File: src/rtl/can_tx_arbiter.sv
// can_tx_arbiter: shares the TX message FIFO write port among NUM_REQ mailboxes,
// lowest CAN identifier wins unless a mailbox has lost AGE_LIMIT arbitrations in a row.
module can_tx_arbiter #(
   parameter int NUM_REQ   = 4,
   parameter int AGE_LIMIT = 7
) (
   input  logic                   i_sys_clk,
   input  logic                   i_reset,
   input  logic [NUM_REQ-1:0]     i_req,
   input  logic [128*NUM_REQ-1:0] i_req_data,
   output logic [NUM_REQ-1:0]     o_grant,
   input  logic                   i_fifo_full,
   output logic                   o_fifo_w_en,
   output logic [127:0]           o_fifo_w_data,
   output logic                   o_busy,
   output logic                   o_starve_evt
);
   localparam int IW = $clog2(NUM_REQ);
   localparam logic [7:0] AGE_MAX = 8'(AGE_LIMIT);
   typedef enum logic [1:0] {IDLE, WAIT_SPACE, WRITE} state_t;
   state_t state, state_nxt;
   logic [IW-1:0] win, pick;
   logic [127:0] frame;
   logic forced, pick_forced, found, take;
   logic [10:0] best_id;
   logic [7:0] age [NUM_REQ];
   assign take = (state == IDLE) && |i_req;
   // Aged requesters override identifier priority; the reverse scan leaves the lowest aged index.
   always_comb begin
      pick = '0;
      pick_forced = 1'b0;
      found = 1'b0;
      best_id = '1;
      for (int k = 0; k < NUM_REQ; k++)
         if (i_req[k] && (!found || i_req_data[128*k+117 +: 11] < best_id)) begin
            found = 1'b1;
            best_id = i_req_data[128*k+117 +: 11];
            pick = IW'(k);
         end
      for (int k = NUM_REQ-1; k >= 0; k--)
         if (i_req[k] && age[k] == AGE_MAX) begin
            pick = IW'(k);
            pick_forced = 1'b1;
         end
   end
   always_comb begin
      state_nxt = (state == IDLE) ? (take ? WAIT_SPACE : IDLE) :
                  (state == WAIT_SPACE) ? (i_fifo_full ? WAIT_SPACE : WRITE) : IDLE;
   end
   always_ff @(posedge i_sys_clk or posedge i_reset)
      if (i_reset) state <= IDLE;
      else state <= state_nxt;
   always_ff @(posedge i_sys_clk or posedge i_reset)
      if (i_reset) begin
         win <= '0;
         frame <= '0;
         forced <= 1'b0;
         for (int k = 0; k < NUM_REQ; k++) age[k] <= '0;
      end else if (take) begin
         win <= pick;
         frame <= i_req_data[{pick, 7'd0} +: 128];
         forced <= pick_forced;
         for (int k = 0; k < NUM_REQ; k++)
            age[k] <= (IW'(k) == pick || !i_req[k]) ? 8'd0 :
                      (age[k] == AGE_MAX) ? age[k] : age[k] + 8'd1;
      end
   assign o_busy        = (state != IDLE);
   assign o_fifo_w_en   = (state == WRITE);
   assign o_fifo_w_data = (state == WRITE) ? frame : '0;
   assign o_starve_evt  = (state == WRITE) && forced;
   assign o_grant       = (state == WRITE) ? (NUM_REQ'(1) << win) : '0;
endmodule
File: config.mk
export PLATFORM = sky130hd
export DESIGN_NAME = can_tx_arbiter
export DESIGN_NICKNAME = d
export VERILOG_FILES = /design/src/rtl/can_tx_arbiter.sv
export SDC_FILE = /design/constraint.sdc
export NUM_CORES = 1
export LEC_CHECK = 0
export CORE_AREA = 4 4 254 256
export CTS_CLUSTER_SIZE = 20
export DETAILED_ROUTE_END_ITERATION = 8
export DIE_AREA = 0 0 258 260
export SYNTH_ARGS = -nofsm -noshare
export SYNTH_HDL_FRONTEND = slang
export SYNTH_SLANG_ARGS = --single-unit
File: constraint.sdc
create_clock -name i_sys_clk -period 7.2 [get_ports i_sys_clk]
set_input_delay 1.44 -clock i_sys_clk [delete_from_list [all_inputs] [get_ports i_sys_clk]]
set_output_delay 1.44 -clock i_sys_clk [all_outputs]
set_load 0.01 [all_outputs]
# --- Word level (Yosys, flattened, before mapping) ---
# Cells that the tools add are included.
classes:
  addsub: 4
  magnitude_cmp: 3
  eq_ne: 13
  n_shift: 2
  mux: 31
  n_reduce_logical: 31
op_table:
  columns: ["operator", "count"]
  rows:
  - ["$shiftx 512x10->128", 1]
  - ["$mux 128", 1]
  - ["$mux 8", 8]
  - ["$lt 11x11->1", 3]
  - ["$mux 11", 3]
  - ["$add 8x1->8 const B", 4]
  - ["$eq 8x3->1 const B", 4]
  - ["$mux 2", 9]
  - ["$logic_and 1x1->1", 9]
  - ["$mux 1", 9]
  - ["$ne 2x1->1 const B", 4]
  - ["$reduce_and 2->1", 4]
  - ["$logic_not 1->1", 7]
  - ["$logic_or 1x1->1", 7]
  - ["$eq 2x2->1 const A", 2]
  - ["$logic_not 2->1", 2]
  - ["$mux 4", 1]
  - ["$reduce_or 4->1", 1]
  - ["$shl 1x2->4 const A", 1]
  - ["$eq 1x2->1 const A", 1]
  - ["$eq 2x1->1 const B", 1]
  - ["$eq 2x2->1 const B", 1]
  - ["$reduce_bool 2->1", 1]
totals:
  register_bits: 165
  in_bits: 519
  output_inout_bits: 135
  elab_cells: 92

# --- Depth between registers and ports, before layout ---
logic_depth:
  ltp_word: 21
  ltp_mapped: 31

# --- Worst setup path before layout ---
# Ideal clock, no wire load.
synth_path:
  kind: "input to register"
  startpoint: "in i_req[0]"
  endpoint: "reg age[3] in the netlist's numbering"
  setup_time_ps: 127
  arrival_ps: 7571
  required_time_ps: 7073
  setup_slack_ps: -498
  path_stages: 30
  path_cell_list: "inv_1 -> clkbuf_1 -> nor2_1 -> ha_1 -> o21ai_0 -> a21oi_1 -> o211a_2 -> o31ai_1 -> clkbuf_1 -> nand2_1 -> o21a_1 -> ha_1 -> a211oi_1 -> o21ai_0 -> a211oi_1 -> nor2_1 -> a221oi_1 -> clkbuf_1 -> nor2_1 -> a21oi_1 -> ha_1 -> a211oi_1 -> o21ai_0 -> a2bb2oi_2 -> nand4b_1 -> or4b_1 -> a21boi_4 -> buf_2 -> a2bb2oi_1 -> o31ai_1"
synth_via:
  elab_chain_cells: 21
  elab_cells_between_ends: 33
synth_rtl:
  columns: ["item", "line", "rtl"]
  rows:
  - ["from (decl)", "9", "input logic [NUM_REQ-1:0] i_req,"]
  - ["$mux 11 or $mux 1 (tied branches)", "35", "if (i_req[k] && (!found || i_req_data[128*k+117 +: 11] < best_id)) begin"]
  - ["$lt 11x11->1 or $logic_not 1->1 (tied branches)", "35", null]
  - ["$logic_or 1x1->1", "35", null]
  - ["$logic_and 1x1->1", "35", null]
  - ["$mux 11 or $mux 1 (tied branches)", "35", null]
  - ["$lt 11x11->1 or $logic_not 1->1 (tied branches)", "35", null]
  - ["$logic_or 1x1->1", "35", null]
  - ["$logic_and 1x1->1", "35", null]
  - ["[2 not listed]", null, null]
  - ["$logic_or 1x1->1", "35", null]
  - ["$logic_and 1x1->1", "35", null]
  - ["$mux 2", "35", null]
  - ["$mux 2 (4 in a row)", "41", "if (i_req[k] && age[k] == AGE_MAX) begin"]
  - ["$eq 2x2->1", "64", "age[k] <= (IW'(k) == pick || !i_req[k]) ? 8'd0 :"]
  - ["$logic_or 1x1->1", "64", null]
  - ["$ne 2x1->1 (no source line)", null, null]
  - ["$reduce_and 2->1 (no source line)", null, null]
  - ["to (signal, indexed assignment)", "64", null]
  - ["to (decl)", "26", "logic [7:0] age [NUM_REQ];"]
# Several ways; a longest one is shown, not always the timed one.
# A chain may end at the register's enable or synchronous reset.

# --- Worst setup path after layout ---
layout_path:
  startpoint: "in i_req_data[251]"
  endpoint: "reg frame[49]"
layout_via:
  elab_chain_cells: 17
  elab_cells_between_ends: 23
layout_rtl:
  columns: ["item", "line", "rtl"]
  rows:
  - ["from (decl)", "10", "input logic [128*NUM_REQ-1:0] i_req_data,"]
  - ["$lt 11x11->1", "35", null]
  - ["$logic_or 1x1->1", "35", null]
  - ["$logic_and 1x1->1", "35", null]
  - ["$mux 11 or $mux 1 (tied branches)", "35", null]
  - ["$lt 11x11->1 or $logic_not 1->1 (tied branches)", "35", null]
  - ["$logic_or 1x1->1", "35", null]
  - ["$logic_and 1x1->1", "35", null]
  - ["$mux 11 or $mux 1 (tied branches)", "35", null]
  - ["$lt 11x11->1 or $logic_not 1->1 (tied branches)", "35", null]
  - ["$logic_or 1x1->1", "35", null]
  - ["$logic_and 1x1->1", "35", null]
  - ["$mux 2 (*)", "35", null]
  - ["$mux 2 (*) (4 in a row)", "41", null]
  - ["$shiftx 512x10->128 (*)", "61", "frame <= i_req_data[{pick, 7'd0} +: 128];"]
  - ["to (signal assigned)", "61", null]
  - ["to (decl)", "23", "logic [127:0] frame;"]
# Every way passes the cells marked *; elsewhere a longest branch is shown, timed or not.

==> metrics.txt <==
# TYPE chip_impl_metric gauge
chip_impl_metric{name="viasPerCell",unit=""} 5.218
chip_impl_metric{name="cts_buffers",unit=""} 17
chip_impl_metric{name="final-hold-violation-count",unit=""} 0
chip_impl_metric{name="ff_latch_area",unit="um^2"} 4129
chip_impl_metric{name="drc",unit=""} 0
chip_impl_info{name="clock_tree.root_cell",value="sky130_fd_sc_hd__clkbuf_16"} 1
chip_impl_metric{name="grt_max_degree",unit=""} 102
chip_impl_metric{name="place_inst",unit=""} 3076
chip_impl_metric{name="route.vias.total",unit=""} 16404
chip_impl_metric{name="synthSimpleGateAreaFrac",unit=""} 0.2506
chip_impl_metric{name="layout_setup_ws",unit="ns"} 0.1410
chip_impl_metric{name="grt_first_pass_wirelength",unit="mm"} 103.2
chip_impl_metric{name="power.leakage",unit="nW"} 8.696
chip_impl_metric{name="clkTransAtPathRegs",unit="ns"} 0.07
chip_impl_metric{name="mappedNetlistNets",unit=""} 2111
chip_impl_metric{name="chipWidth",unit="um"} 258
chip_impl_metric{name="async_flop_share",unit=""} 1.000
chip_impl_metric{name="first_global_vias",unit=""} 16226
chip_impl_metric{name="rr_worst_depth",unit=""} 10
chip_impl_metric{name="layout-area-overhead-vs-synth",unit="%"} 78.42
chip_impl_metric{name="synth_area_per_cell",unit="um^2"} 8.020
chip_impl_info{name="timing.critical_path.to_type",value="flip-flop"} 1
chip_impl_metric{name="share_of_the_synthesized_area_in_compound_gates_ao_oa_aoi_oai",unit=""} 0.3283
chip_impl_metric{name="port_buffers",unit=""} 653
chip_impl_metric{name="synthAdderAreaFrac",unit=""} 0.03302
chip_impl_metric{name="fin_worst_skew",unit="ns"} 0.02054
chip_impl_info{name="critical-path-slowest-cell",value="sky130_fd_sc_hd__a221oi_1"} 1
chip_impl_metric{name="synthesis.instances",unit=""} 1559
chip_impl_metric{name="synthDistinctLibCells",unit=""} 60
chip_impl_metric{name="coreArea",unit="um^2"} 62500
chip_impl_info{name="critical_path.startpoint_type",value="input port"} 1
chip_impl_info{name="hold_path_startpoint",value="state[1]"} 1
chip_impl_metric{name="vdd.ir_drop.worst",unit="mV"} 0.2022
chip_impl_metric{name="worstHoldPathCells",unit=""} 1
chip_impl_info{name="setup_cp_type",value="in2reg"} 1
chip_impl_metric{name="slew-limit-headroom",unit=""} 0.3434
chip_impl_metric{name="clock-sinks",unit=""} 165
chip_impl_metric{name="place_ws",unit="ns"} -0.7959
chip_impl_metric{name="hpwl",unit="mm"} 52.94
chip_impl_metric{name="mappedNetlistArea",unit="um^2"} 12500
chip_impl_metric{name="timing.final.crit_share",unit=""} 0.9804
chip_impl_metric{name="worstPathBufferInverterCount",unit=""} 10
chip_impl_metric{name="ff2ff_setup_slack",unit="ns"} 3.73
chip_impl_metric{name="post_route_cells_drive_above_1_share",unit=""} 0.1246
chip_impl_metric{name="cap_viol_max_count",unit=""} 0
chip_impl_info{name="synth.top_cells.by_area",value="sky130_fd_sc_hd__dfrtp_1 33%, sky130_fd_sc_hd__a221o_1 10%, sky130_fd_sc_hd__nand2_1 9.1%, sky130_fd_sc_hd__a221oi_1 9.0%, sky130_fd_sc_hd__and2_1 6.6%"} 1
chip_impl_metric{name="drt.antenna.violating_nets",unit=""} 0
chip_impl_metric{name="fin_cells",unit=""} 3144
chip_impl_metric{name="timing.critical_path.fanout_max",unit=""} 37
chip_impl_metric{name="ctsHoldBuffers",unit=""} 0
chip_impl_info{name="most_instantiated_flip_flop_cell_in_the_synthesis_netlist",value="sky130_fd_sc_hd__dfrtp_1"} 1
chip_impl_info{name="timing.rr.end",value="frame[49]"} 1
chip_impl_info{name="yosysTopAreaCell",value="sky130_fd_sc_hd__dfrtp_1"} 1
chip_impl_metric{name="synth.ff_latch_count",unit=""} 165
chip_impl_metric{name="finalWorstPathRequiredPeriod",unit="ns"} 7.059
chip_impl_info{name="hold_critical_path_endpoint",value="state[1]"} 1
chip_impl_metric{name="p_per_area",unit="nW/um^2"} 274.8
chip_impl_metric{name="antenna_violations_before_repair",unit=""} 17
chip_impl_metric{name="routabilityCongestion",unit=""} 0.9613
chip_impl_metric{name="p_total",unit="mW"} 6.129
chip_impl_info{name="status",value="finished clean"} 1
chip_impl_metric{name="required",unit="ns"} 7.56
chip_impl_metric{name="synth_xor_area_frac",unit=""} 0.004203
chip_impl_metric{name="fillCellCount",unit=""} 6409
chip_impl_metric{name="whs",unit="ns"} 0.4967
chip_impl_info{name="dominant_combinational_cell_family_by_area_after_synthesis",value="compound AO/OA/AOI/OAI gates"} 1
chip_impl_metric{name="clock_tree.buffer_depth",unit=""} 2
chip_impl_metric{name="route.final.wire_length",unit="mm"} 72.55
chip_impl_info{name="holdCritPathClass",value="reg2reg"} 1
chip_impl_metric{name="design.die.area",unit="um^2"} 67080
chip_impl_metric{name="synth_edf_count",unit=""} 0
chip_impl_metric{name="setup_viol",unit=""} 0
chip_impl_metric{name="nets",unit=""} 2826
chip_impl_metric{name="wl_per_cell",unit="um"} 23.08
chip_impl_metric{name="initial_core_util",unit=""} 0.2000
chip_impl_metric{name="top_level_ports",unit=""} 654
chip_impl_metric{name="synth.yosys.warnings",unit=""} 0
chip_impl_metric{name="max_freq",unit="GHz"} 0.1417
chip_impl_metric{name="cp_data_arrival_time",unit="ns"} 7.42
chip_impl_info{name="path_common_cell",value="sky130_fd_sc_hd__buf_4"} 1
chip_impl_metric{name="multiInputGateArea",unit="um^2"} 8083
chip_impl_metric{name="core.rowCount",unit=""} 92
chip_impl_info{name="worst_path_top_cell_family_by_delay",value="compound AO/OA/AOI/OAI gates"} 1
chip_impl_metric{name="later_pin_clock_latency_in_the_skew_report",unit="ns"} 0.49
chip_impl_metric{name="grt_util_all_layers",unit=""} 0.2001
chip_impl_metric{name="slowest_delay",unit="ns"} 0.49
chip_impl_metric{name="global_route.overflow_total",unit=""} 0
chip_impl_info{name="timing.rr.start",value="age[24]"} 1
chip_impl_metric{name="clock_tree.htree_level_count",unit=""} 4
chip_impl_metric{name="firstDrtPassIters",unit=""} 6
chip_impl_metric{name="synth.mux.area_fraction",unit=""} 0.0008006
chip_impl_metric{name="synth_top_area_share",unit=""} 0.3302
chip_impl_metric{name="ys_seq_area_frac",unit=""} 0.3302
chip_impl_info{name="cts_tree",value="done"} 1
chip_impl_metric{name="die-height",unit="um"} 260
chip_impl_metric{name="finalMaxSlewViolations",unit=""} 0
chip_impl_metric{name="measured_slew_at_the_worst_slew_check_pin",unit="ns"} 0.9849
chip_impl_metric{name="detailedRoute.firstIterationViolations",unit=""} 1612
==> layout by cell type (no fill, tap or decap), types with 5 or more instances in the layout <==
cell type and count:
sky130_fd_sc_hd__o41ai_1 5, sky130_fd_sc_hd__a21oi_1 22, sky130_fd_sc_hd__and3_1 6, sky130_fd_sc_hd__nor2_2 9, sky130_fd_sc_hd__clkbuf_16 22, sky130_fd_sc_hd__ha_1 24, sky130_fd_sc_hd__nor3_1 7, sky130_fd_sc_hd__and2_1 130
sky130_fd_sc_hd__clkdlybuf4s50_1 641, sky130_fd_sc_hd__dlymetal6s2s_1 12, sky130_fd_sc_hd__nand4_1 13, sky130_fd_sc_hd__xor2_1 5, sky130_fd_sc_hd__a221oi_1 123, sky130_fd_sc_hd__a2bb2oi_1 6, sky130_fd_sc_hd__o21ai_1 13, sky130_fd_sc_hd__o21ai_0 11
sky130_fd_sc_hd__dfrtp_1 165, sky130_fd_sc_hd__ha_4 8, sky130_fd_sc_hd__inv_1 12, sky130_fd_sc_hd__nor2_1 158, sky130_fd_sc_hd__a31oi_1 129, sky130_fd_sc_hd__nand3_1 16, sky130_fd_sc_hd__buf_4 145, sky130_fd_sc_hd__diode_2 11
sky130_fd_sc_hd__a221o_1 128, sky130_fd_sc_hd__a221oi_2 6, sky130_fd_sc_hd__or2_2 5, sky130_fd_sc_hd__buf_12 21, sky130_fd_sc_hd__o21a_1 10, sky130_fd_sc_hd__buf_6 8, sky130_fd_sc_hd__nand2_1 303, sky130_fd_sc_hd__o31ai_1 14
==> worst reg2reg max path: cells and delay by family (launching register included) <==
family | cells | cell delay, ns
adders and majority gates | 1 | 0.27
and+or+nand+nor | 4 | 1.50
DFF | 1 | 0.43
buffers and inverters | 2 | 0.41
AOI/OAI and AO/OA | 3 | 0.75
==> logic make-up (layout without fill, tap and decap cells) <==
family                   Yosys count  after routing
AO/OA/AOI/OAI                    514            514
other                              0             11
buffers and inverters            153            881
flip-flops                       165            165
AND/OR/NAND/NOR                  687            687
XOR/XNOR                           6              6
multiplexers                       1              1
adder cells (fa/ha/maj)           33             33
==> synth_stat cells, types with 3 or more instances <==
cell / count
sky130_fd_sc_hd__o31ai_1: 15
sky130_fd_sc_hd__a221o_1: 128
sky130_fd_sc_hd__nor3b_1: 4
sky130_fd_sc_hd__nand4_1: 13
sky130_fd_sc_hd__clkbuf_1: 105
sky130_fd_sc_hd__nor2b_1: 4
sky130_fd_sc_hd__o2bb2ai_1: 3
sky130_fd_sc_hd__a21oi_1: 28
sky130_fd_sc_hd__a31oi_1: 130
sky130_fd_sc_hd__o41ai_1: 5
sky130_fd_sc_hd__nor2_1: 170
sky130_fd_sc_hd__and3_1: 6
sky130_fd_sc_hd__nand4b_1: 3
sky130_fd_sc_hd__nand2b_1: 4
sky130_fd_sc_hd__o21ai_1: 6
sky130_fd_sc_hd__o31a_1: 3
sky130_fd_sc_hd__buf_1: 5
sky130_fd_sc_hd__or2_2: 5
sky130_fd_sc_hd__nand2_1: 304
sky130_fd_sc_hd__nor3_1: 8
sky130_fd_sc_hd__a221oi_1: 129
sky130_fd_sc_hd__ha_1: 33
sky130_fd_sc_hd__nand3_1: 18
sky130_fd_sc_hd__inv_1: 14
sky130_fd_sc_hd__a2bb2oi_1: 6
sky130_fd_sc_hd__and2_1: 131
sky130_fd_sc_hd__o21a_1: 10
sky130_fd_sc_hd__o211ai_1: 4
sky130_fd_sc_hd__nand3b_1: 3
sky130_fd_sc_hd__buf_2: 21
sky130_fd_sc_hd__dfrtp_1: 165
sky130_fd_sc_hd__buf_6: 8
sky130_fd_sc_hd__o21ai_0: 21
sky130_fd_sc_hd__a211oi_1: 8
sky130_fd_sc_hd__a21o_1: 5
sky130_fd_sc_hd__xor2_1: 5
==> power by group <==
part / total [mW] / switching [mW] / internal (mW)
Clock: 1.01 / 0.446 / 0.559
Combinational: 3.52 / 1.77 / 1.74
Sequential: 1.61 / 0.255 / 1.35
==> per-layer routing <==
| layer | wire, um | GRT usage |
|---|---|---|
| met5 | 89 | 0 |
| met4 | 2251 | 0.06843 |
| met3 | 7311 | 0.06846 |
| met2 | 34700 | 0.3297 |
| met1 | 28200 | 0.2445 |
==> sequential cells by signal, summed over array words and instances, names as in the netlist <==
| name | flops |
|---|---|
| age | 32 |
| forced | 1 |
| frame | 128 |
| state | 2 |
| win | 2 |
==> worst max path at each step <==
stage / slack (ns) / start / depth (start not counted) / end
floorplan: 0.06 / i_req[0] / 30 / age[3]
global placement: -0.69 / i_req[0] / 32 / frame[96]
detailed placement: -0.80 / i_req[0] / 32 / frame[110]
CTS: 0.004 / i_req[0] / 34 / frame[62]
global route: -0.07 / i_req[0] / 36 / frame[94]
finish: 0.14 / i_req_data[251] / 32 / frame[49]
==> area by class of cell <==
class	instances	area share
Sequential cell	165	0.1851
Tap cell	846	0.04745
Antenna cell	11	0.001234
Timing Repair Buffer	835	0.3738
Clock buffer	19	0.01985
Inverter	14	0.002580
Clock inverter	13	0.007740
Multi-Input combinational cell	1241	0.3623
==> stage by stage <==
step / area (um^2) / setup TNS, ns / util
2_1_floorplan: 12530 / 0 / -
3_3_place_gp: 20990 / -83.92 / 0.3357
3_5_place_dp: 20990 / -109.20 / 0.3357
4_1_cts: 21800 / 0 / 0.3488
5_1_grt: 22300 / -1.571 / 0.3568
6_report: 22310 / 0 / 0.3569
==> timing repair <==
action	in CTS	in global routing
gates resized for setup	27	60
pin swaps	11	34
setup buffers	7	11
cloned	3	6
endpoints found under the setup margin	153	162
Note: power is estimated with default switching activity, not from simulation.
